--- config.mk ---
export PLATFORM = sky130hd
export DESIGN_NAME = year_counter_13bit_flat
export DESIGN_NICKNAME = d
export VERILOG_FILES = /design/src/rtl/year_counter_13bit_if.sv /design/src/rtl/year_counter_13bit.sv /design/src/flat_wrapper.sv
export SDC_FILE = /design/constraint.sdc
export NUM_CORES = 1
export LEC_CHECK = 0
export BUFFER_PORTS_ARGS = -buffer_cell sky130_fd_sc_hd__buf_2
export CAP_MARGIN = 20
export CORE_MARGIN = 3
export CORE_UTILIZATION = 38
export CTS_CLUSTER_DIAMETER = 150
export DETAILED_ROUTE_END_ITERATION = 12
export HOLD_SLACK_MARGIN = 0.08
export PLACE_DENSITY = 0.54
export SYNTH_ARGS = -nofsm -noshare
export SYNTH_HDL_FRONTEND = slang
export SYNTH_SLANG_ARGS = --single-unit
--- constraint.sdc ---
create_clock -name clk -period 2.4 [get_ports clk]
set_input_delay 0 -clock clk [delete_from_list [all_inputs] [get_ports clk]]
set_output_delay 0 -clock clk [all_outputs]
set_load 0.005 [all_outputs]
--- src/rtl/year_counter_13bit_if.sv ---
// Year load channel: valid/value request toward the counter, ready/err status back.
interface year_counter_13bit_if #(
   parameter int unsigned YEAR_W = 14
);
   logic              load_valid;
   logic [YEAR_W-1:0] load_value;
   logic              load_ready;
   logic              load_err;

   modport master (output load_valid, output load_value, input load_ready, input load_err);
   modport slave  (input load_valid, input load_value, output load_ready, output load_err);
endinterface

--- src/rtl/year_counter_13bit.sv ---
// Year register (0..MAX_YEAR) kept alongside century/year-in-century for leap detection.
// Optional feature macro: YEAR_CENTURY_TICK_EN enables the century_tick pulse on tick-driven rollovers.
module year_counter_13bit #(
   parameter  int unsigned RESET_YEAR = 2000,
   parameter  int unsigned MAX_YEAR   = 9999,
   // 9999 needs 14 bits, so the year width follows MAX_YEAR
   localparam int unsigned YEAR_W     = $clog2(MAX_YEAR + 1)
) (
   input  logic              clk,
   input  logic              rst,
   input  logic              year_tick,
   input  logic              set_mode,
   input  logic              inc_btn,
   input  logic              dec_btn,
   year_counter_13bit_if.slave load,
   output logic [YEAR_W-1:0] year,
   output logic              leap_year,
   output logic              century_tick
);

   localparam int unsigned CEN_W = $clog2(MAX_YEAR / 100 + 1);
   localparam int unsigned YIC_W = 7;

   localparam logic [YEAR_W-1:0] MAX_Y   = YEAR_W'(MAX_YEAR);
   localparam logic [YEAR_W-1:0] RST_Y   = YEAR_W'(RESET_YEAR);
   localparam logic [YEAR_W-1:0] HUNDRED = YEAR_W'(100);
   localparam logic [CEN_W-1:0]  MAX_CEN = CEN_W'(MAX_YEAR / 100);
   localparam logic [CEN_W-1:0]  RST_CEN = CEN_W'(RESET_YEAR / 100);
   localparam logic [YIC_W-1:0]  MAX_YIC = YIC_W'(MAX_YEAR % 100);
   localparam logic [YIC_W-1:0]  RST_YIC = YIC_W'(RESET_YEAR % 100);
   localparam logic [YIC_W-1:0]  YIC_TOP = YIC_W'(99);
   localparam logic RST_LEAP = (((RESET_YEAR % 100) % 4 == 0) && (RESET_YEAR % 100 != 0)) ||
                               ((RESET_YEAR % 100 == 0) && ((RESET_YEAR / 100) % 4 == 0));

   typedef enum logic [1:0] {IDLE, SPLIT, COMMIT} state_t;

   state_t            state, state_n;
   logic [CEN_W-1:0]  cen, cen_n, cen_acc, cen_acc_n;
   logic [YIC_W-1:0]  yic, yic_n;
   logic [YEAR_W-1:0] year_n, rem, rem_n, val, val_n;
   logic              pending, pending_n;
   logic              err_n, ready_n, leap_n;
   logic              accept, tick_up, step_up, step_dn;

   // Next-state, load split and year stepping
   always_comb begin
      state_n   = state;
      cen_n     = cen;
      yic_n     = yic;
      year_n    = year;
      rem_n     = rem;
      val_n     = val;
      cen_acc_n = cen_acc;
      pending_n = pending;
      err_n     = 1'b0;
      accept    = 1'b0;
      tick_up   = 1'b0;
      step_up   = 1'b0;
      step_dn   = 1'b0;

      case (state)
         IDLE: begin
            pending_n = 1'b0;
            if (load.load_valid && (load.load_value <= MAX_Y)) begin
               accept    = 1'b1;
               state_n   = SPLIT;
               rem_n     = load.load_value;
               val_n     = load.load_value;
               cen_acc_n = '0;
            end else begin
               err_n = load.load_valid;
               if (set_mode) begin
                  step_up = inc_btn && !dec_btn;
                  step_dn = dec_btn && !inc_btn;
               end else begin
                  tick_up = year_tick || pending;
                  step_up = tick_up;
               end
            end
         end
         SPLIT: begin
            if (year_tick) pending_n = 1'b1;
            if (rem >= HUNDRED) begin
               rem_n     = rem - HUNDRED;
               cen_acc_n = cen_acc + 1'b1;
            end else begin
               state_n = COMMIT;
            end
         end
         COMMIT: begin
            if (year_tick) pending_n = 1'b1;
            year_n  = val;
            cen_n   = cen_acc;
            yic_n   = YIC_W'(rem);
            state_n = IDLE;
         end
         default: state_n = IDLE;
      endcase

      if (step_up) begin
         if (year == MAX_Y) begin
            year_n = '0;
            cen_n  = '0;
            yic_n  = '0;
         end else begin
            year_n = year + 1'b1;
            if (yic == YIC_TOP) begin
               yic_n = '0;
               cen_n = cen + 1'b1;
            end else begin
               yic_n = yic + 1'b1;
            end
         end
      end else if (step_dn) begin
         if (year == '0) begin
            year_n = MAX_Y;
            cen_n  = MAX_CEN;
            yic_n  = MAX_YIC;
         end else begin
            year_n = year - 1'b1;
            if (yic == '0) begin
               yic_n = YIC_TOP;
               cen_n = cen - 1'b1;
            end else begin
               yic_n = yic - 1'b1;
            end
         end
      end

      leap_n  = ((yic_n[1:0] == 2'b00) && (yic_n != '0)) ||
                ((yic_n == '0) && (cen_n[1:0] == 2'b00));
      ready_n = (state_n == IDLE);
   end

   always_ff @(posedge clk) begin
      if (rst) begin
         state           <= IDLE;
         year            <= RST_Y;
         cen             <= RST_CEN;
         yic             <= RST_YIC;
         leap_year       <= RST_LEAP;
         rem             <= '0;
         val             <= '0;
         cen_acc         <= '0;
         pending         <= 1'b0;
         load.load_ready <= 1'b1;
         load.load_err   <= 1'b0;
      end else begin
         state           <= state_n;
         year            <= year_n;
         cen             <= cen_n;
         yic             <= yic_n;
         leap_year       <= leap_n;
         rem             <= rem_n;
         val             <= val_n;
         cen_acc         <= cen_acc_n;
         pending         <= pending_n;
         load.load_ready <= ready_n;
         load.load_err   <= err_n;
      end
   end

`ifdef YEAR_CENTURY_TICK_EN
   // Only calendar ticks announce a new century; manual steps and loads stay silent
   logic century_n;
   assign century_n = tick_up && (yic_n == '0);

   always_ff @(posedge clk) begin
      if (rst) century_tick <= 1'b0;
      else     century_tick <= century_n;
   end
`else
   assign century_tick = 1'b0;
`endif

endmodule

--- src/flat_wrapper.sv ---
// flat-port wrapper written by rule: the top's interface ports become plain ports
module year_counter_13bit_flat 
#(
   parameter  int unsigned RESET_YEAR = 2000,
   parameter  int unsigned MAX_YEAR   = 9999,
                                                            
   localparam int unsigned YEAR_W     = $clog2(MAX_YEAR + 1)
)
  (clk, rst, year_tick, set_mode, inc_btn, dec_btn, year, leap_year, century_tick, load_load_valid, load_load_value, load_load_ready, load_load_err);
  year_counter_13bit_if #(.YEAR_W((14))) load_i ();
  input  logic clk;
  input  logic rst;
  input  logic year_tick;
  input  logic set_mode;
  input  logic inc_btn;
  input  logic dec_btn;
  output logic [YEAR_W-1:0] year;
  output logic leap_year;
  output logic century_tick;
  input wire logic [$bits(load_i.load_valid)-1:0] load_load_valid;
  input wire logic [$bits(load_i.load_value)-1:0] load_load_value;
  output wire logic [$bits(load_i.load_ready)-1:0] load_load_ready;
  output wire logic [$bits(load_i.load_err)-1:0] load_load_err;
  assign load_i.load_valid = load_load_valid;
  assign load_i.load_value = load_load_value;
  assign load_load_ready = load_i.load_ready;
  assign load_load_err = load_i.load_err;
  year_counter_13bit #(.RESET_YEAR(RESET_YEAR), .MAX_YEAR(MAX_YEAR)) u_core (.clk(clk), .rst(rst), .year_tick(year_tick), .set_mode(set_mode), .inc_btn(inc_btn), .dec_btn(dec_btn), .load(load_i), .year(year), .leap_year(leap_year), .century_tick(century_tick));
endmodule
==> reports/qor.csv, run 1 <==
stage;metric;value;unit
timing;Setup TNS;0;ns
routing;routed via count divided by cell count;5.70;
clock_tree;Num CTS Buffers;9;
synth;Commonest cells post-synth;59 x dfxtp_1, 53 x nand2_1, 51 x a21oi_1;
clock_tree;CTS Buffer Depth;2;
routing;first-pass iteration count of the detailed router;5;
global_routing;number of antenna violations at the first check in global routing;0;
synth;most common cell in the synthesized netlist;dfxtp_1;
setup_path;Buf/Inv on CP;1;
timing;final-report setup violation count;0;
global_routing;residual overflow from global routing;0;
finish;share of final-layout standard cells stronger than drive strength 1;19.9;%
synth;Mapped Nets;543;
global_routing;global-route wire length before repair;19600;um
die;die height;107;um
run;total of max-cap violations;0;
setup_path;type of the worst setup path;reg -> reg;
synth;count of state elements after synthesis;59;
synth;top cells by area, synth;dfxtp_1 30%, a21oi_1 6.5%, nand2_1 5.1%;
finish;final antenna diode count;0;
synth;average cell area after synthesis;7.60;um2
clock_tree;CTS tree;done;
power_and_ir_drop;Worst IR Drop VDD;0.327;mV
synth;fraction of registers with async set or reset after synthesis;0;%
synth;sequential-to-total area share from yosys stat;30.3;%
setup_path;setup slack of the most critical reg-to-reg path;0.15;ns
setup_path;endpoint class of the critical path;flip-flop;
timing;RSZ-0062 raised after global routing;false;
clock_tree;clock sink count;59;
synth;post-synthesis cell type count;68;
setup_path;delay-heaviest family, CP;simple AND/OR/NAND/NOR gates;
place;final weighted congestion of routability-driven global placement;0.889;
global_routing;global routing usage summed across all routing layers;21.3;%
clock_tree;maximum level of the CTS H-tree;3;
global_routing;maximum number of pins on one net before global-route repair;49;
die;# IOs;39;
synth;most common flop cell mapped by yosys;dfxtp_1;
clock_tree;CTS Root Cell;clkbuf_8;
clock_tree;clock latency of the later-clocked register in the worst-skew pair;0.35;ns
synth;fraction of post-synthesis cell area in the top cell type by area;30.3;%
finish;utilization of the core after routing;47.9;%
place;HPWL after detailed placement;8830;um
timing;Tightest Pin Transition;0.920;ns
setup_path;delay of the slowest cell on the worst path;0.40;ns
global_routing;vias in the first global route;3884;
timing;Achievable Freq;0.445;GHz
setup_path;Arr. time, crit path;2.45;ns
routing;vias after detailed routing;4044;
timing;total count of max-transition violations in the final report;0;
timing;Max-Slew Margin vs Limit;38.7;%
setup_path;most used cell along the critical path;nor2_1;
setup_path;CP startpoint kind;flip-flop;
timing;final hold violation count;0;
setup_path;CP max FO;7;
power_and_ir_drop;Leak;1.76;nW
die;initial core utilization;39.5;%
setup_path;cell-by-cell listing of the critical path;inv_1 > ha_1 > nor2b_1 > o21ai_2 > nor4_4 > a211o_1 > nor2_1 > a21oi_1 > nor2_1;
routing;wire length after detailed routing;11900;um
synth;Post-synth EDFFs;0;
synth;Yosys warning total;0;
place;Port Buffer Count;37;
routing;DRT antenna net count;0;
setup_path;Worst EP required;2.60;ns
timing;share of the clock period used by the worst path;93.7;%
clock_tree;clk slew on worst S/H paths;0.07;ns
die;floorplan die width;107;um
routing;DRC violation count after routing;0;
power_and_ir_drop;total power per unit cell area;712;nW/um2
synth;cells after synthesis;513;
finish;NumNets Final;603;
worst_hold_path;kind of path behind the tightest hold check;in -> reg;
routing;starting DRC count in detailed routing;271;
synth;cell accounting for the most synthesized area;dfxtp_1;
finish;Synth-to-Final Area Change;21.1;%
routing;routed wirelength normalized by instance count;16.8;um
power_and_ir_drop;overall power after layout;0.00337;W
finish;Fill cells;951;
timing;crit path time final;2.25;ns
synth;Post-Syn Area;3900;um2
setup_path;standard cell with the maximum stage delay on the critical path;nor4_4;
die;die area;11500;um2
die;standard-cell row count;36;
status;outcome;finished clean;
timing;Fin Clk Skew;0.00522;ns
die;Core Footprint;9860;um2
## report_power, final
| group | switching (W) | internal [W] | total, W |
|---|---|---|---|
| logic | 0.000675 | 0.000510 | 0.00118 |
| registers | 0.000130 | 0.00109 | 0.00122 |
| clock network | 0.000427 | 0.000528 | 0.000956 |
## cells by family (layout without fill, tap and decap cells)
group           count (synthesis)  count (layout)  synth area share [%]
fa+ha+maj                       9               9                  2.89
other cells                     1               1                0.0962
flops                          59              59                  30.3
compound gates                157             157                  26.3
buf+inv                        61             125                  7.28
mux                             6               6                  1.60
xor+xnor                       18              18                  4.04
simple gates                  202             202                  27.5
## timing repair
action,4_1_cts,5_1_grt
pin swaps,0,1
gates resized for setup,1,3
hold buffers,16,0
setup buffers,0,1
endpoints found under the setup margin,1,18
endpoints found under the hold margin,24,0
## flip-flops by register name (all words and copies together), names as in the netlist
| name | count |
|---|---|
| u_core.cen_acc | 2 |
| u_core.cen | 2 |
| u_core.pending | 1 |
| u_core.state | 2 |
| u_core.yic | 7 |
| u_core.load.load_err | 1 |
| u_core.rem | 14 |
| u_core.val | 14 |
| u_core.load.load_ready | 1 |
| u_core.year | 14 |
| u_core.leap_year | 1 |
## layout make-up
class / instances / area (um2) / area share (%)
clock inverter: 4 / 50.0 / 1.06
clock buffer: 11 / 151 / 3.20
tap: 133 / 166 / 3.52
inverter: 16 / 60.1 / 1.27
timing repair buffer: 94 / 653 / 13.8
multi-input combinational: 393 / 2460 / 52.1
sequential: 59 / 1180 / 25.0
## layout by cell type, fill, tap and decap left out, types with 7 or more instances in the layout
cell type       n
o21ai_1        11
dfxtp_1        59
o21ai_0        25
buf_4          41
ha_1            9
and3_1          8
xnor2_1        12
buf_2          37
a211oi_1       10
clkbuf_8       11
a21oi_1        51
nor3_1         19
inv_1          16
o32ai_1         7
nor2_1         45
o22ai_1         8
nand3_1        24
nand2_1        53
dlygate4sd3_1  16
## final timing paths
path,start,endpoint,depth (start not counted)
worst max-delay path,u_core.rem[2],u_core.rem[4],9
worst min-delay path,rst,u_core.yic[0],2
worst max register to register,u_core.rem[2],u_core.rem[4],9
worst min register to register,u_core.val[0],u_core.val[0],2
## per-stage QoR
stage	instance area (um2)	setup WS (ns)	cells	hold WS, ns
after global routing	4720	0.00320	710	0.304
final	4720	0.151	710	0.268
after detailed placement	4330	0.0152	678	0.276
after floorplan	3900	0.199	513	0.136
after CTS	4700	0.0122	709	0.278
after global placement	4330	0.00766	678	0.265
## layer usage
metal  wire length [um]  part of all wire [%]  vias up  global-route usage, %
met5                  0                     0        -                      0
li1                   -                     -     1992                      -
met3                642                   5.4       31                   4.32
met1               5660                    47     1887                   28.8
met4                299                   2.5        0                   7.85
met2               5330                    45      134                   33.6
## worst reg2reg max path, stage by stage (launching register included)
cell and delay [ns]:
dfxtp_1 0.34, inv_1 0.10, ha_1 0.17, nor2b_1 0.35
o21ai_2 0.14, nor4_4 0.40, a211o_1 0.35, nor2_1 0.09
a21oi_1 0.12, nor2_1 0.05
Note: power is estimated with default switching activity, not from simulation.
==> run 2: changes to the inputs <==
--- a/config.mk
+++ b/config.mk
@@ -13,6 +13,7 @@
 export DETAILED_ROUTE_END_ITERATION = 12
 export HOLD_SLACK_MARGIN = 0.08
 export PLACE_DENSITY = 0.54
+export SETUP_SLACK_MARGIN = 0.2
 export SYNTH_ARGS = -nofsm -noshare
 export SYNTH_HDL_FRONTEND = slang
 export SYNTH_SLANG_ARGS = --single-unit
==> reports/qor.csv, run 2 (synthesized netlist as in run 1, its figures left out) <==
stage;metric;value;unit;change
die;floorplan die width;107;um;unchanged
timing;total count of max-transition violations in the final report;0;;unchanged
finish;Fill cells;1014;;+6.6%
die;Core Footprint;9860;um2;unchanged
finish;Synth-to-Final Area Change;24.5;%;
clock_tree;CTS Buffer Depth;2;;unchanged
timing;final-report setup violation count;0;;unchanged
finish;largest registers ranked by flip-flop count;u_core.rem (14), u_core.val (14), u_core.year (14);;
global_routing;number of antenna violations at the first check in global routing;0;;unchanged
finish;Storage cell area;1190;um2;+0.64%
setup_path;type of the worst setup path;reg -> reg;;
clock_tree;clock latency of the later-clocked register in the worst-skew pair;0.35;ns;about the same
finish;filler-free cell count of the finished design;711;;+0.14%
worst_hold_path;hold path cells;5;;+3
routing;routed via count divided by cell count;5.66;;-0.59%
timing;Setup TNS;0;ns;unchanged
setup_path;CP max FO;7;;unchanged
routing;DRT antenna net count;0;;unchanged
status;outcome;finished clean;;
global_routing;global-route wire length before repair;19700;um;+0.84%
timing;Fin Clk Skew;0.00881;ns;+0.00359 ns
die;# IOs;39;;unchanged
clock_tree;clock sink count;59;;unchanged
finish;leading cell type in the layout, fill and taps excluded;dfxtp_1;;
place;Port Buffer Count;37;;unchanged
timing;RSZ-0062 raised after global routing;true;;
worst_hold_path;kind of path behind the tightest hold check;in -> reg;;
setup_path;logic depth of the worst register-to-register path;9;;unchanged
run;total of max-cap violations;0;;unchanged
die;initial core utilization;39.5;%;unchanged
timing;Achievable Freq;0.462;GHz;+3.9%
global_routing;vias in the first global route;3790;;-2.4%
routing;first-pass iteration count of the detailed router;5;;unchanged
clock_tree;CTS Root Cell;clkbuf_8;;
timing;Tightest Pin Transition;0.716;ns;-0.204 ns
setup_path;Worst EP required;2.61;ns;about the same
routing;vias after detailed routing;4026;;-0.45%
routing;wire length after detailed routing;12200;um;+2.4%
timing;crit path time final;2.16;ns;-0.0851 ns
place;HPWL after detailed placement;8860;um;+0.32%
clock_tree;maximum level of the CTS H-tree;3;;unchanged
die;die height;107;um;unchanged
setup_path;endpoint class of the critical path;flip-flop;;
power_and_ir_drop;Worst IR Drop VDD;0.303;mV;-7.4%
setup_path;Arr. time, crit path;2.38;ns;-0.07 ns
timing;share of the clock period used by the worst path;90.1;%;-3.5 points
place;final weighted congestion of routability-driven global placement;0.911;;+2.5%
finish;leading cell types in the layout, fill and taps excluded;53 x dfxtp_1, 52 x nand2_1, 51 x a21oi_1;;
die;standard-cell row count;36;;unchanged
timing;Max-Slew Margin vs Limit;52.2;%;+14 points
routing;DRC violation count after routing;0;;unchanged
finish;footprint of the multi-input gates;2580;um2;+4.8%
timing;final hold violation count;0;;unchanged
die;die area;11500;um2;unchanged
setup_path;CP startpoint kind;flip-flop;;
routing;routed wirelength normalized by instance count;17.2;um;+2.2%
finish;share of final-layout standard cells stronger than drive strength 1;24.9;%;+5.0 points
global_routing;global routing usage summed across all routing layers;21.4;%;+0.052 points
finish;NumNets Final;603;;unchanged
clock_tree;CTS tree;done;;
place;placed cell count;678;;unchanged
global_routing;residual overflow from global routing;0;;unchanged
power_and_ir_drop;total power per unit cell area;698;nW/um2;-2.0%
global_routing;maximum number of pins on one net before global-route repair;36;;-27%
finish;final antenna diode count;0;;unchanged
routing;starting DRC count in detailed routing;272;;+0.37%
clock_tree;clk slew on worst S/H paths;0.08;ns;about the same
clock_tree;Num CTS Buffers;9;;unchanged
power_and_ir_drop;Leak;1.79;nW;+1.6%
[run 2: path summary, 6_finish.rpt]
path	end	slack, ns	startpoint
worst min register to register	u_core.val[0]	0.46	u_core.val[0]
worst min-delay path	u_core.rem[5]	0.08	load_load_value[5]
worst max-delay path	u_core.leap_year	0.24	u_core.year[1]
worst max register to register	u_core.leap_year	0.24	u_core.year[1]
[run 2: what timing repair did]
| item | 4_1_cts | 5_1_grt |
|---|---|---|
| setup endpoints to repair | 16 | 33 |
| pin swaps | 1 | 6 |
| gates resized for setup | 11 | 28 |
| hold buffers | 15 | 0 |
| setup buffers | 0 | 2 |
| hold endpoints to repair | 22 | 0 |
[run 2: routing by layer]
layer	part of all wire (%)	routed length [um]	vias to the layer above	GRT usage, %
li1	-	-	1986	-
met1	47	5740	1898	30.0
met2	46	5640	123	34.0
met3	5.2	639	19	3.96
met4	1.6	190	0	4.93
met5	0	0	-	0
[run 2: cell type report]
cell class                      count  share of cell area [%]
Clock buffer                       11                    3.12
Clock inverter                      5                   0.773
Inverter                           16                    1.24
Multi-Input combinational cell    393                    53.1
Sequential cell                    59                    24.5
Tap cell                          133                    3.43
Timing Repair Buffer               94                    13.8
[run 2: power by group]
part,internal [W],switching (W),total [W]
clock network,0.000433,0.000466,0.000899
logic,0.000560,0.000693,0.00125
registers,0.00110,0.000139,0.00124
[run 2: worst max-delay path: stages, from the launching register on]
cell and delay [ns]:
dfxtp_2 0.36, inv_1 0.08, ha_1 0.18, nor3b_4 0.26
nand4_1 0.18, nand2_1 0.20, o31a_1 0.17, o22a_1 0.19
nor4b_4 0.26, a41oi_2 0.14
[run 2: per-stage QoR]
| stage | hold WS, ns | setup WS, ns | cell area [um2] | util [%] | power, W |
|---|---|---|---|---|---|
| finish | 0.0817 | 0.236 | 4850 | 49.2 | 0.00339 |
| global route | 0.0988 | 0.106 | 4850 | 49.2 | 0.00360 |
| CTS | 0.0859 | 0.209 | 4740 | 48.0 | 0.00334 |
| detailed placement | 0.270 | 0.122 | 4350 | 44.1 | 0.00239 |
| global placement | 0.264 | 0.150 | 4350 | 44.1 | 0.00239 |
| floorplan | 0.136 | 0.256 | 3900 | - | 0.00200 |
==> run 3: changes to the inputs <==
--- a/config.mk
+++ b/config.mk
@@ -7,12 +7,14 @@
 export LEC_CHECK = 0
 export BUFFER_PORTS_ARGS = -buffer_cell sky130_fd_sc_hd__buf_2
 export CAP_MARGIN = 20
+export CELL_PAD_IN_SITES_DETAIL_PLACEMENT = 1
+export CELL_PAD_IN_SITES_GLOBAL_PLACEMENT = 2
 export CORE_MARGIN = 3
-export CORE_UTILIZATION = 38
+export CORE_UTILIZATION = 35
 export CTS_CLUSTER_DIAMETER = 150
 export DETAILED_ROUTE_END_ITERATION = 12
 export HOLD_SLACK_MARGIN = 0.08
-export PLACE_DENSITY = 0.54
+export PLACE_DENSITY = 0.8
 export SETUP_SLACK_MARGIN = 0.2
 export SYNTH_ARGS = -nofsm -noshare
 export SYNTH_HDL_FRONTEND = slang
==> reports/qor.csv, run 3 (synthesized netlist as in run 1, its figures left out) <==
stage;metric;value;unit;change
setup_path;startpoint of the worst setup timing path;u_core.state[0];;
status;outcome;finished clean;;
routing;wire length after detailed routing;14000;um;+14%
routing;DRT antenna net count;0;;unchanged
global_routing;maximum number of pins on one net before global-route repair;35;;-2.8%
global_routing;residual overflow from global routing;0;;unchanged
finish;leading cell types in the layout, fill and taps excluded;54 x dfxtp_1, 53 x buf_4, 52 x nand2_1;;
power_and_ir_drop;Leak;1.88;nW;+4.9%
place;Port Buffer Count;37;;unchanged
die;floorplan die width;112;um;+4.0%
clock_tree;CTS Root Cell;clkbuf_8;;
worst_hold_path;kind of path behind the tightest hold check;in -> reg;;
global_routing;vias in the first global route;4233;;+12%
finish;leading cell type in the layout, fill and taps excluded;dfxtp_1;;
global_routing;global routing usage summed across all routing layers;22.5;%;+1.1 points
finish;Synth-to-Final Area Change;28.5;%;
timing;final-report setup violation count;0;;unchanged
place;final weighted congestion of routability-driven global placement;0.882;;-3.2%
timing;crit path time final;2.19;ns;+0.0246 ns
worst_hold_path;hold path cells;5;;unchanged
clock_tree;CTS tree;done;;
power_and_ir_drop;total power per unit cell area;725;nW/um2;+3.8%
timing;final hold violation count;0;;unchanged
setup_path;standard cell with the maximum stage delay on the critical path;ha_1;;
timing;Max-Slew Margin vs Limit;54.4;%;+2.2 points
clock_tree;clock sink count;59;;unchanged
finish;footprint of the multi-input gates;2580;um2;-0.15%
clock_tree;CTS Buffer Depth;2;;unchanged
run;total of max-cap violations;0;;unchanged
finish;share of final-layout standard cells stronger than drive strength 1;26.8;%;+1.9 points
timing;Tightest Pin Transition;0.683;ns;-0.0330 ns
clock_tree;clock latency of the later-clocked register in the worst-skew pair;0.36;ns;about the same
setup_path;CP max FO;13;;+6
routing;first-pass iteration count of the detailed router;4;;-1
setup_path;reg2reg end;u_core.leap_year;;
setup_path;Worst EP required;2.68;ns;+0.07 ns
power_and_ir_drop;Worst IR Drop VDD;0.730;mV;+140%
finish;Fill cells;1288;;+27%
finish;NumNets Final;618;;+2.5%
timing;Fin Clk Skew;0.0109;ns;+0.00209 ns
clock_tree;clk slew on worst S/H paths;0.08;ns;about the same
setup_path;Arr. time, crit path;2.47;ns;+0.09 ns
routing;DRC violation count after routing;0;;unchanged
routing;starting DRC count in detailed routing;170;;-38%
finish;final antenna diode count;0;;unchanged
setup_path;launching point of the worst reg2reg path;u_core.state[0];;
die;die height;112;um;+4.0%
routing;vias after detailed routing;4141;;+2.9%
place;Worst Setup Slack post-DPL;-0.140;ns;-0.262 ns
setup_path;termination of the worst setup path;u_core.leap_year;;
setup_path;cell-by-cell listing of the critical path;inv_1 > ha_1 > buf_4 > mux2_2 > a21oi_1 > a211oi_2 > buf_4 > a41oi_2;;
clock_tree;maximum level of the CTS H-tree;3;;unchanged
setup_path;logic depth of the worst register-to-register path;8;;-1
die;die area;12400;um2;+8.1%
setup_path;delay-heaviest family, CP;buffers and inverters;;
die;# IOs;39;;unchanged
setup_path;type of the worst setup path;reg -> reg;;
global_routing;global-route wire length before repair;22300;um;+13%
die;standard-cell row count;37;;+2.8%
finish;Storage cell area;1190;um2;+0.11%
timing;RSZ-0062 raised after global routing;true;;
place;HPWL after detailed placement;10400;um;+17%
timing;total count of max-transition violations in the final report;0;;unchanged
timing;share of the clock period used by the worst path;91.2;%;+1.0 points
timing;Achievable Freq;0.457;GHz;-1.1%
clock_tree;Num CTS Buffers;9;;unchanged
global_routing;number of antenna violations at the first check in global routing;0;;unchanged
timing;worst path setup slack after routing;0.212;ns;-0.0246 ns
die;initial core utilization;36.8;%;-2.7 points
routing;routed wirelength normalized by instance count;19.2;um;+12%
setup_path;Buf/Inv on CP;3;;+2
setup_path;delay of the slowest cell on the worst path;0.37;ns;about the same
setup_path;setup slack of the most critical reg-to-reg path;0.21;ns;-0.02 ns
routing;routed via count divided by cell count;5.68;;+0.32%
setup_path;CP startpoint kind;flip-flop;;
finish;largest registers ranked by flip-flop count;u_core.rem (14), u_core.val (14), u_core.year (14);;
setup_path;most used cell along the critical path;buf_4;;
die;Core Footprint;10600;um2;+7.5%
setup_path;endpoint class of the critical path;flip-flop;;
setup_path;number of cells on the critical path;8;;-1
power_and_ir_drop;overall power after layout;0.00363;W;+7.2%
-- run 3: per-layer routing --
metal | vias to the layer above | track usage (%) | wire length (um)
met5 | - | 0 | 0
met4 | 0 | 9.81 | 444
met3 | 24 | 4.08 | 449
met2 | 74 | 37.9 | 6810
met1 | 2026 | 28.1 | 6260
li1 | 2017 | - | -
-- run 3: worst min-delay path by stage --
stage / from / to / slack (ns)
after floorplan: load_load_value[0] / u_core.rem[0] / 0.14
after global placement: year_tick / u_core.pending / 0.27
after detailed placement: year_tick / u_core.pending / 0.28
after CTS: load_load_value[9] / u_core.val[9] / 0.08
after global routing: load_load_value[9] / u_core.val[9] / 0.14
final: load_load_value[9] / u_core.val[9] / 0.1
-- run 3: area by class of cell --
cell class,count,area share [%]
clock buffer,10,2.75
clock inverter,6,1.77
inverter,16,1.20
multi-input combinational,393,51.4
sequential,59,23.8
tap,136,3.40
timing repair buffer,109,15.7
-- run 3: worst register-to-register path, stage by stage (launching register included) --
cell	delay, ns
dfxtp_1	0.33
inv_1	0.09
ha_1	0.37
buf_4	0.28
mux2_2	0.36
a21oi_1	0.24
a211oi_2	0.10
buf_4	0.17
a41oi_2	0.16
-- run 3: metrics by stage --
stage	hold slack, ns	TNS [ns]	cell area [um2]	util, %	cells
after floorplan	0.136	0	3900	-	513
after global routing	0.136	0	5010	47.3	729
final	0.0956	0	5010	47.3	729
after CTS	0.0834	0	4870	45.9	725
after detailed placement	0.280	-0.618	4400	41.5	690
after global placement	0.269	-0.0402	4400	41.5	690
-- run 3: where the power goes --
group          internal [W]  switching, W  leakage (nW)
Combinational      0.000599      0.000744          1.28
Sequential          0.00110      0.000130         0.486
Clock              0.000612      0.000449         0.108
-- run 3: what timing repair did --
item	4_1_cts	5_1_grt
hold endpoints to repair	25	0
buffers inserted	4	4
gates resized for setup	16	25
setup endpoints to repair	22	37
hold buffers	15	0
pin swaps	4	8
